--- src/rtl/ahb_apb_pkg.sv ---
// Shared definitions for the AHB-to-APB3 bridge front end.
// Holds the controller state encoding, AHB HTRANS codes and HRESP codes.
// The optional APB3_SLVERR_EN build macro changes controller behaviour only;
// nothing in this package depends on it.
package ahb_apb_pkg;

    // Controller states. ERR1/ERR2 form the two-cycle AHB ERROR response.
    typedef enum logic [2:0] {
        ST_IDLE   = 3'd0,
        ST_DPHASE = 3'd1,
        ST_APB    = 3'd2,
        ST_ERR1   = 3'd3,
        ST_ERR2   = 3'd4
    } state_t;

    // AHB transfer types.
    localparam logic [1:0] HTRANS_IDLE   = 2'b00;
    localparam logic [1:0] HTRANS_BUSY   = 2'b01;
    localparam logic [1:0] HTRANS_NONSEQ = 2'b10;
    localparam logic [1:0] HTRANS_SEQ    = 2'b11;

    // AHB-Lite response codes.
    localparam logic HRESP_OKAY  = 1'b0;
    localparam logic HRESP_ERROR = 1'b1;

    // True for transfer types that carry data (NONSEQ or SEQ).
    function automatic logic htrans_active(input logic [1:0] htrans);
        return (htrans == HTRANS_NONSEQ) || (htrans == HTRANS_SEQ);
    endfunction

endpackage

--- src/rtl/ahb_apb_xfer_ctrl.sv ---
// AHB-Lite slave front end of the AHB-to-APB3 bridge.
// Captures the AHB address/data phases, stalls AHB with HREADYOUT while the
// APB transfer runs, pulses xfer_start to the sibling PENABLE scheduler and
// returns PRDATA / response to AHB.
//
// Handshake: an AHB transfer is taken when HSEL & HREADY & HTRANS is
// NONSEQ/SEQ in IDLE or ERR2. The APB transfer completes in the cycle
// where PSEL & PENABLE & PREADY are all high; until then the AHB bus is
// held with HREADYOUT low.
//
// Build option APB3_SLVERR_EN: when defined, PSLVERR at completion gives a
// two-cycle AHB ERROR response (ERR1, ERR2). When undefined PSLVERR is
// ignored and HRESP is constant OKAY.
//
// Every output is a flop or a decode of the state register, so there is no
// combinational path from AHB/APB inputs to any output.
module ahb_apb_xfer_ctrl
    import ahb_apb_pkg::*;
#(
    parameter int ADDR_WIDTH = 32
) (
    input  logic                  HCLK,
    input  logic                  HRESETN,
    // AHB-Lite slave side
    input  logic                  HSEL,
    input  logic [31:0]           HADDR,
    input  logic                  HWRITE,
    input  logic [1:0]            HTRANS,
    input  logic                  HREADY,
    input  logic [31:0]           HWDATA,
    output logic                  HREADYOUT,
    output logic                  HRESP,
    output logic [31:0]           HRDATA,
    // APB3 master side
    output logic                  PSEL,
    output logic [ADDR_WIDTH-1:0] PADDR,
    output logic                  PWRITE,
    output logic [31:0]           PWDATA,
    input  logic                  PENABLE,
    input  logic                  PREADY,
    input  logic [31:0]           PRDATA,
    input  logic                  PSLVERR,
    // PENABLE scheduler
    output logic                  xfer_start
);

    state_t                state;
    logic                  hreadyout_r;
    logic                  xfer_start_r;
    logic                  psel_r;
    logic                  pwrite_r;
    logic [ADDR_WIDTH-1:0] paddr_r;
    logic [31:0]           pwdata_r;
    logic [31:0]           hrdata_r;

    logic                  accept;
    logic                  apb_done;
    logic                  slv_err;

    // Only the low ADDR_WIDTH address bits reach APB; the rest are dropped.
    logic                  unused_haddr;
    assign unused_haddr = ^HADDR;

    // A new AHB transfer is presented to this slave.
    assign accept   = HSEL & HREADY & htrans_active(HTRANS);

    // APB access phase finishes this cycle. PENABLE outside APB is harmless
    // because psel_r is only set while in ST_APB.
    assign apb_done = psel_r & PENABLE & PREADY;

`ifdef APB3_SLVERR_EN
    assign slv_err = PSLVERR;
`else
    // Slave errors are not reported to AHB in this build.
    logic unused_pslverr;
    assign unused_pslverr = PSLVERR;
    assign slv_err        = 1'b0;
`endif

    // Controller FSM together with all registered bus outputs.
    always_ff @(posedge HCLK or negedge HRESETN) begin
        if (!HRESETN) begin
            state        <= ST_IDLE;
            hreadyout_r  <= 1'b1;
            xfer_start_r <= 1'b0;
            psel_r       <= 1'b0;
            pwrite_r     <= 1'b0;
            paddr_r      <= '0;
            pwdata_r     <= '0;
            hrdata_r     <= '0;
        end else begin
            unique case (state)
                // ERR2 already shows HREADYOUT=1, so it may take the next
                // address phase exactly like IDLE does.
                ST_IDLE, ST_ERR2: begin
                    if (accept) begin
                        state        <= ST_DPHASE;
                        paddr_r      <= HADDR[ADDR_WIDTH-1:0];
                        pwrite_r     <= HWRITE;
                        hreadyout_r  <= 1'b0;
                        xfer_start_r <= 1'b1;
                    end else begin
                        state        <= ST_IDLE;
                        hreadyout_r  <= 1'b1;
                    end
                end

                // AHB data phase: HWDATA is valid now, so capture it and
                // open the APB setup phase.
                ST_DPHASE: begin
                    state        <= ST_APB;
                    xfer_start_r <= 1'b0;
                    psel_r       <= 1'b1;
                    if (pwrite_r) begin
                        pwdata_r <= HWDATA;
                    end
                end

                // Wait for the APB slave; PREADY low holds here forever.
                ST_APB: begin
                    if (apb_done) begin
                        psel_r <= 1'b0;
                        if (!pwrite_r) begin
                            hrdata_r <= PRDATA;
                        end
                        if (slv_err) begin
                            state       <= ST_ERR1;
                        end else begin
                            state       <= ST_IDLE;
                            hreadyout_r <= 1'b1;
                        end
                    end
                end

                // First ERROR cycle keeps the bus stalled.
                ST_ERR1: begin
                    state       <= ST_ERR2;
                    hreadyout_r <= 1'b1;
                end

                default: begin
                    state        <= ST_IDLE;
                    hreadyout_r  <= 1'b1;
                    xfer_start_r <= 1'b0;
                    psel_r       <= 1'b0;
                end
            endcase
        end
    end

    assign HREADYOUT  = hreadyout_r;
    assign xfer_start = xfer_start_r;
    assign PSEL       = psel_r;
    assign PADDR      = paddr_r;
    assign PWRITE     = pwrite_r;
    assign PWDATA     = pwdata_r;
    assign HRDATA     = hrdata_r;

`ifdef APB3_SLVERR_EN
    assign HRESP = ((state == ST_ERR1) || (state == ST_ERR2)) ? HRESP_ERROR : HRESP_OKAY;
`else
    assign HRESP = HRESP_OKAY;
`endif

endmodule

--- config.mk ---
export PLATFORM = sky130hd
export DESIGN_NAME = ahb_apb_xfer_ctrl
export DESIGN_NICKNAME = d
export VERILOG_FILES = /design/src/rtl/ahb_apb_pkg.sv /design/src/rtl/ahb_apb_xfer_ctrl.sv
export SDC_FILE = /design/constraint.sdc
export NUM_CORES = 1
export LEC_CHECK = 0
export CELL_PAD_IN_SITES_DETAIL_PLACEMENT = 1
export CELL_PAD_IN_SITES_GLOBAL_PLACEMENT = 1
export CORE_UTILIZATION = 28
export CTS_CLUSTER_SIZE = 12
export DETAILED_ROUTE_END_ITERATION = 6
export GPL_TIMING_DRIVEN = 0
export PLACE_DENSITY_LB_ADDON = 0.1
export SYNTH_ARGS = -nofsm -noshare
export SYNTH_HDL_FRONTEND = slang
export SYNTH_SLANG_ARGS = --single-unit
--- constraint.sdc ---
create_clock -name HCLK -period 1.6 [get_ports HCLK]
set_clock_uncertainty 0.05 [all_clocks]
set_input_delay 0.24 -clock HCLK [delete_from_list [all_inputs] [get_ports HCLK]]
set_output_delay 0.24 -clock HCLK [all_outputs]
set_load 0.05 [all_outputs]
==> results.ini, run 1 <==
[outcome]
outcome = finished, violations left
violations = negative setup slack

[clock_tree]
root_buffer = clkbuf_16
cts_tree = done
cts_htree_levels = 3
path_clk_slew_ns = 0.07
clkLatencyLatePin_ns = 0.35
cts-buffers-inserted = 9
clock_sinks = 103
clockBufferDepth = 2

[yosys]
syn-num-nets = 343
synthCells = 237
syn_avg_cell_area_um2 = 17.1
netlist_area_um2 = 4060
ys_ff_latch = 103
ys_seq_area_frac = 0.636
synth_cell_types = 29
yosys_warnings = 0

[drt]
ant_nets = 0
wl_per_cell_um = 17.0
drtPass1Iterations = 4
routed_wl_mm = 11.4
vias = 2929
first_iter_violations = 58
viasPerCell = 4.37
drc = 0

[sta]
fin_crit_ns = 1.77
relSlewSlack = 0.615
setup-tns-final_ns = -11.67
hold_viol = 0
tightest_slew_ns = 0.578
fin_ws_ns = -0.173
setup_violations = 91
holdWs_ns = 0.383
finalCritPeriodShare = 1.11
slew_violations = 0
rsz0062_at_grt = yes
timing.fmax_mhz = 564

[pwr]
p_comb_frac = 0.540
ir_worst_vdd_mv = 0.850
switching_share = 0.461
clkPwrFrac = 0.161
p_seq_frac = 0.298
p_total_mw = 14.3
power.leakage_nw = 3.45
power.switching_mw = 6.59
powerDensity_nw_per_um2 = 1990
cell_internal_pwr_mw = 7.71

[run]
cap_violations = 0

[placement]
dp.cells = 621
gp_congestion = 0.689
placement.io_buffers = 203
hpwl_mm = 7.72

[final_layout]
drive_gt1_frac = 0.354
fin_util = 0.513
diodes = 0
layout.cells.non_filler = 671
fillers = 1424
multi_input_area_um2 = 1450
nets = 592
area_growth_pct = 76.8
seq_area_um2 = 2580

[grt]
met2_usage = 0.247
gr-usage-all-layers = 0.158
top_usage_layer = met2
grt_pass1_vias = 3185
globalRouteMet3Util = 0.0692
grt-ovfl-total = 0
grt_start_max_net_pins = 62
grt_antenna_before_repair = 0
grt.met1_usage = 0.195
grt_pass1_wl_mm = 17.5

[floorplan]
coreArea_um2 = 14000
core.rowCount = 43
dieArea_um2 = 15000
chipWidth_um = 122
ios = 207
chipHeight_um = 122
start_util = 0.290

[worst_setup_path]
cp.arrival_ns = 1.95
path_class = input pin to flip-flop
cp.required_ns = 1.78
critPathMaxFanout = 5
endpoint_kind = flip-flop
cp-start-kind = input pin
rr_worst_depth = 4

[min_path]
hold_path.class = input pin to asynchronous set/reset pin

-- cells by family after synthesis --
group	synth area share
flip-flops	0.636
multiplexers	0.297
AND/OR/NAND/NOR	0.0250
buffers and inverters	0.0305
AO/OA/AOI/OAI	0.0108
other	0.000924
-- state kept, by name, indices dropped and copies added (netlist names) --
| signal | count |
|---|---|
| HRDATA | 32 |
| PADDR | 32 |
| PWDATA | 32 |
| state | 3 |
| HREADYOUT | 1 |
| PSEL | 1 |
| PWRITE | 1 |
| xfer_start | 1 |
-- path summary, 6_finish.rpt --
kind	from	end	slack, ns
setup / recovery	PREADY	HRDATA[11]	-0.17
hold / removal	HRESETN	HRDATA[17]	0.38
setup reg to reg	state[0]	HRDATA[11]	-0.17
hold reg to reg	PADDR[8]	PADDR[8]	0.45
max in group asynchronous	HRESETN	PWRITE	0.38
min in group HCLK	PENABLE	state[1]	0.43
-- cells in the final DEF (no fill, tap or decap), types with 6 or more instances in the layout --
master,count
clkdlybuf4s50_1,101
dfrtp_1,98
dlygate4sd2_1,88
mux2_2,49
mux2_4,48
buf_4,17
clkbuf_16,12
buf_12,9
clkdlybuf4s15_1,9
buf_6,8
buf_8,6
-- area by class of cell --
cell class | count | area share
Inverter | 3 | 0.00157
Clock inverter | 3 | 0.00558
Multi-Input combinational cell | 119 | 0.202
Clock buffer | 13 | 0.0377
Tap cell | 180 | 0.0314
Timing Repair Buffer | 242 | 0.343
Buffer | 8 | 0.0185
Sequential cell | 103 | 0.360
-- power groups by stage --
stage	logic, mW	registers [mW]	clock network [mW]
after floorplan	1.33	8.23	0
after global routing	8.06	4.42	2.50
after CTS	7.60	4.27	2.40
after global placement	8.08	4.30	0
final	7.73	4.27	2.31
after detailed placement	8.14	4.37	0
-- Yosys cell counts --
master / instances / area [µm²]
inv_1: 3 / 11.3
a221o_1: 1 / 10.0
conb_1: 1 / 3.75
clkbuf_1: 1 / 3.75
and3_1: 2 / 12.5
and4b_1: 1 / 10.0
or3_1: 1 / 6.26
mux2_2: 66 / 743
nand4_1: 1 / 6.26
a21o_1: 1 / 7.51
nand2b_1: 2 / 12.5
nand2_1: 1 / 3.75
buf_4: 1 / 7.51
o21ai_0: 1 / 5.00
mux2_4: 30 / 450
and4_1: 1 / 8.76
nor2b_1: 2 / 12.5
a22oi_1: 1 / 7.51
a221oi_1: 1 / 8.76
mux2_1: 1 / 11.3
buf_2: 6 / 30.0
or4_4: 1 / 11.3
buf_6: 1 / 11.3
dfrtp_1: 102 / 2550
nand3_2: 1 / 10.0
buf_12: 3 / 60.1
nor2_1: 2 / 7.51
dfstp_2: 1 / 26.3
a21oi_1: 1 / 5.00
-- stage by stage --
step,area (µm²),worst slack (ns)
3_5_place_dp,6350,-0.494
2_1_floorplan,4070,-0.234
6_report,7170,-0.173
4_1_cts,6990,-0.214
3_3_place_gp,6330,-4.34
5_1_grt,7170,-0.210
-- routing by layer --
metal,part of all wire,vias to the layer above
met5,0,-
met4,0.010,0
met3,0.091,13
met2,0.47,124
met1,0.43,1463
li1,-,1329
-- worst max-delay path: stages --
cell and delay [ns]:
clkdlybuf4s50_1 0.49, nand3_2 0.09, or4_4 0.55, buf_12 0.16
buf_12 0.13, mux2_4 0.29
-- what timing repair did --
item	CTS	global route
buffers inserted	20	11
pin swaps	4	0
gates cloned	6	3
hold endpoints to repair	42	0
hold buffers	1	0
gates resized for setup	134	49
endpoints found under the setup margin	198	105
No activity file was read; power rests on OpenSTA's default activity.
==> inputs of run 2 (changes only) <==
--- a/config.mk
+++ b/config.mk
@@ -7,10 +7,11 @@
 export LEC_CHECK = 0
 export CELL_PAD_IN_SITES_DETAIL_PLACEMENT = 1
 export CELL_PAD_IN_SITES_GLOBAL_PLACEMENT = 1
+export CORE_ASPECT_RATIO = 0.75
 export CORE_UTILIZATION = 28
 export CTS_CLUSTER_SIZE = 12
 export DETAILED_ROUTE_END_ITERATION = 6
-export GPL_TIMING_DRIVEN = 0
+export GPL_ROUTABILITY_DRIVEN = 0
 export PLACE_DENSITY_LB_ADDON = 0.1
 export SYNTH_ARGS = -nofsm -noshare
 export SYNTH_HDL_FRONTEND = slang
==> results.ini, run 2 (same netlist as run 1, synthesis figures left out) <==
[drt]
wl_met3_mm = 1.01
viasPerCell = 4.29
drtPass1Iterations = 3
wl_per_cell_um = 17.1
routed_wl_mm = 11.5
wl_met2_mm = 5.39
topRoutingLayerUsed = met4
drc = 0
ant_nets = 0
vias = 2878
wl_met1_mm = 4.97
first_iter_violations = 66

[grt]
grt-ovfl-total = 0
gr-usage-all-layers = 0.155
grt_pass1_wl_mm = 17.5
grt_antenna_before_repair = 0
grt_pass1_vias = 3224
grt_start_max_net_pins = 35

[sta]
holdWs_ns = 0.293
setup_violations = 65
finalCritPeriodShare = 1.10
slew_violations = 0
hold_viol = 0
timing.fmax_mhz = 569
rsz0062_at_grt = yes
fin_crit_ns = 1.76
fin_ws_ns = -0.157
setup-tns-final_ns = -5.74

[clock_tree]
cts_tree = done
clock_sinks = 103
cts-buffers-inserted = 9
root_buffer = clkbuf_16
clkLatencyLatePin_ns = 0.34
cts_htree_levels = 3
clockBufferDepth = 2
path_clk_slew_ns = 0.07

[final_layout]
area_growth_pct = 69.2
final_common_cell = buf_4
diodes = 0
multi_input_area_um2 = 1390
fillers = 1385
nets = 577
drive_gt1_frac = 0.529
final_cell_mix = buf_4 (109), dfrtp_1 (100), clkdlybuf4s50_1 (100)
seq_area_um2 = 2580

[floorplan]
chipWidth_um = 141
core.rowCount = 37
dieArea_um2 = 15000
chipHeight_um = 106
ios = 207
coreArea_um2 = 13900
start_util = 0.291

[placement]
placement.io_buffers = 203
hpwl_mm = 7.95

[pwr]
power.switching_mw = 6.65
switching_share = 0.451
power.leakage_nw = 3.24
ir_worst_vdd_mv = 0.767
powerDensity_nw_per_um2 = 2150
p_seq_frac = 0.295
clkPwrFrac = 0.162
cell_internal_pwr_mw = 8.08
p_comb_frac = 0.543

[worst_setup_path]
critPathBufInv = 1
cp_top_family = simple AND/OR/NAND/NOR gates
cp-start-kind = flip-flop
path_class = flip-flop to flip-flop
critPathMaxFanout = 8
crit_chain = or4_4 -> clkbuf_16 -> mux2_4
endpoint_kind = flip-flop
slowest_delay_ns = 0.64
cpMaxStageDelayCell = or4_4
cp.arrival_ns = 1.93
cp.required_ns = 1.77

[run]
cap_violations = 0

[outcome]
violations = negative setup slack
outcome = finished, violations left

[min_path]
hold_path.class = input pin to asynchronous set/reset pin

## run 2: cell count changes in the layout (fill, tap and decap cells not counted), moves of 5 or more
cell             previous run  this run
buf_8                       6         1
mux2_2                     49        66
mux2_4                     48        30
clkdlybuf4s15_1             9         0
buf_4                      17       109
dlygate4sd2_1              88         1
## run 2: cell type report
| class | instances | share of cell area |
|---|---|---|
| multi-input combinational | 119 | 0.203 |
| inverter | 3 | 0.00164 |
| tap | 195 | 0.0355 |
| clock inverter | 5 | 0.0118 |
| sequential | 103 | 0.376 |
| clock buffer | 11 | 0.0354 |
| timing repair buffer | 235 | 0.337 |
## run 2: timing repair
| item | 4_1_cts | 5_1_grt |
|---|---|---|
| hold buffers | 1 | 0 |
| resized for setup | 18 | 5 |
| setup endpoints to repair | 94 | 99 |
| gates cloned | 5 | 3 |
| buffers inserted | 6 | 1 |
| hold endpoints to repair | 19 | 0 |
| pin swaps | 5 | 6 |
## run 2: final timing paths
kind	start	end	slack, ns	cells after the start
min in group HCLK	PENABLE	state[1]	0.36	5
hold / removal	HRESETN	HRDATA[26]	0.29	2
max in group asynchronous	HRESETN	HRDATA[1]	0.53	3
setup / recovery	state[0]	HRDATA[1]	-0.16	3
hold reg to reg	PWDATA[6]	PWDATA[6]	0.45	1
setup reg to reg	state[0]	HRDATA[1]	-0.16	3
## run 2: stage by stage
| step | cells | worst slack (ns) | util | total power, mW | instance area (µm²) |
|---|---|---|---|---|---|
| floorplan | 237 | -0.234 | - | 9.56 | 4070 |
| global placement | 640 | -0.365 | 0.445 | 12.2 | 6200 |
| detailed placement | 640 | -0.393 | 0.445 | 12.3 | 6200 |
| CTS | 668 | -0.125 | 0.486 | 14.9 | 6770 |
| global route | 671 | -0.179 | 0.493 | 15.4 | 6870 |
| finish | 671 | -0.157 | 0.493 | 14.7 | 6870 |
## run 2: metal layers
metal / vias to the layer above / global-route usage
li1: 1296 / -
met1: 1453 / 0.194
met5: - / 0
met4: 0 / 0.0404
met2: 120 / 0.245
met3: 9 / 0.0662
## run 2: power by group through the flow
stage | Combinational [mW] | Clock, mW | Sequential [mW]
CTS | 8.03 | 2.48 | 4.36
finish | 8.01 | 2.39 | 4.34
detailed placement | 7.90 | 0 | 4.39
floorplan | 1.33 | 0 | 8.23
global route | 8.31 | 2.57 | 4.49
global placement | 7.82 | 0 | 4.34
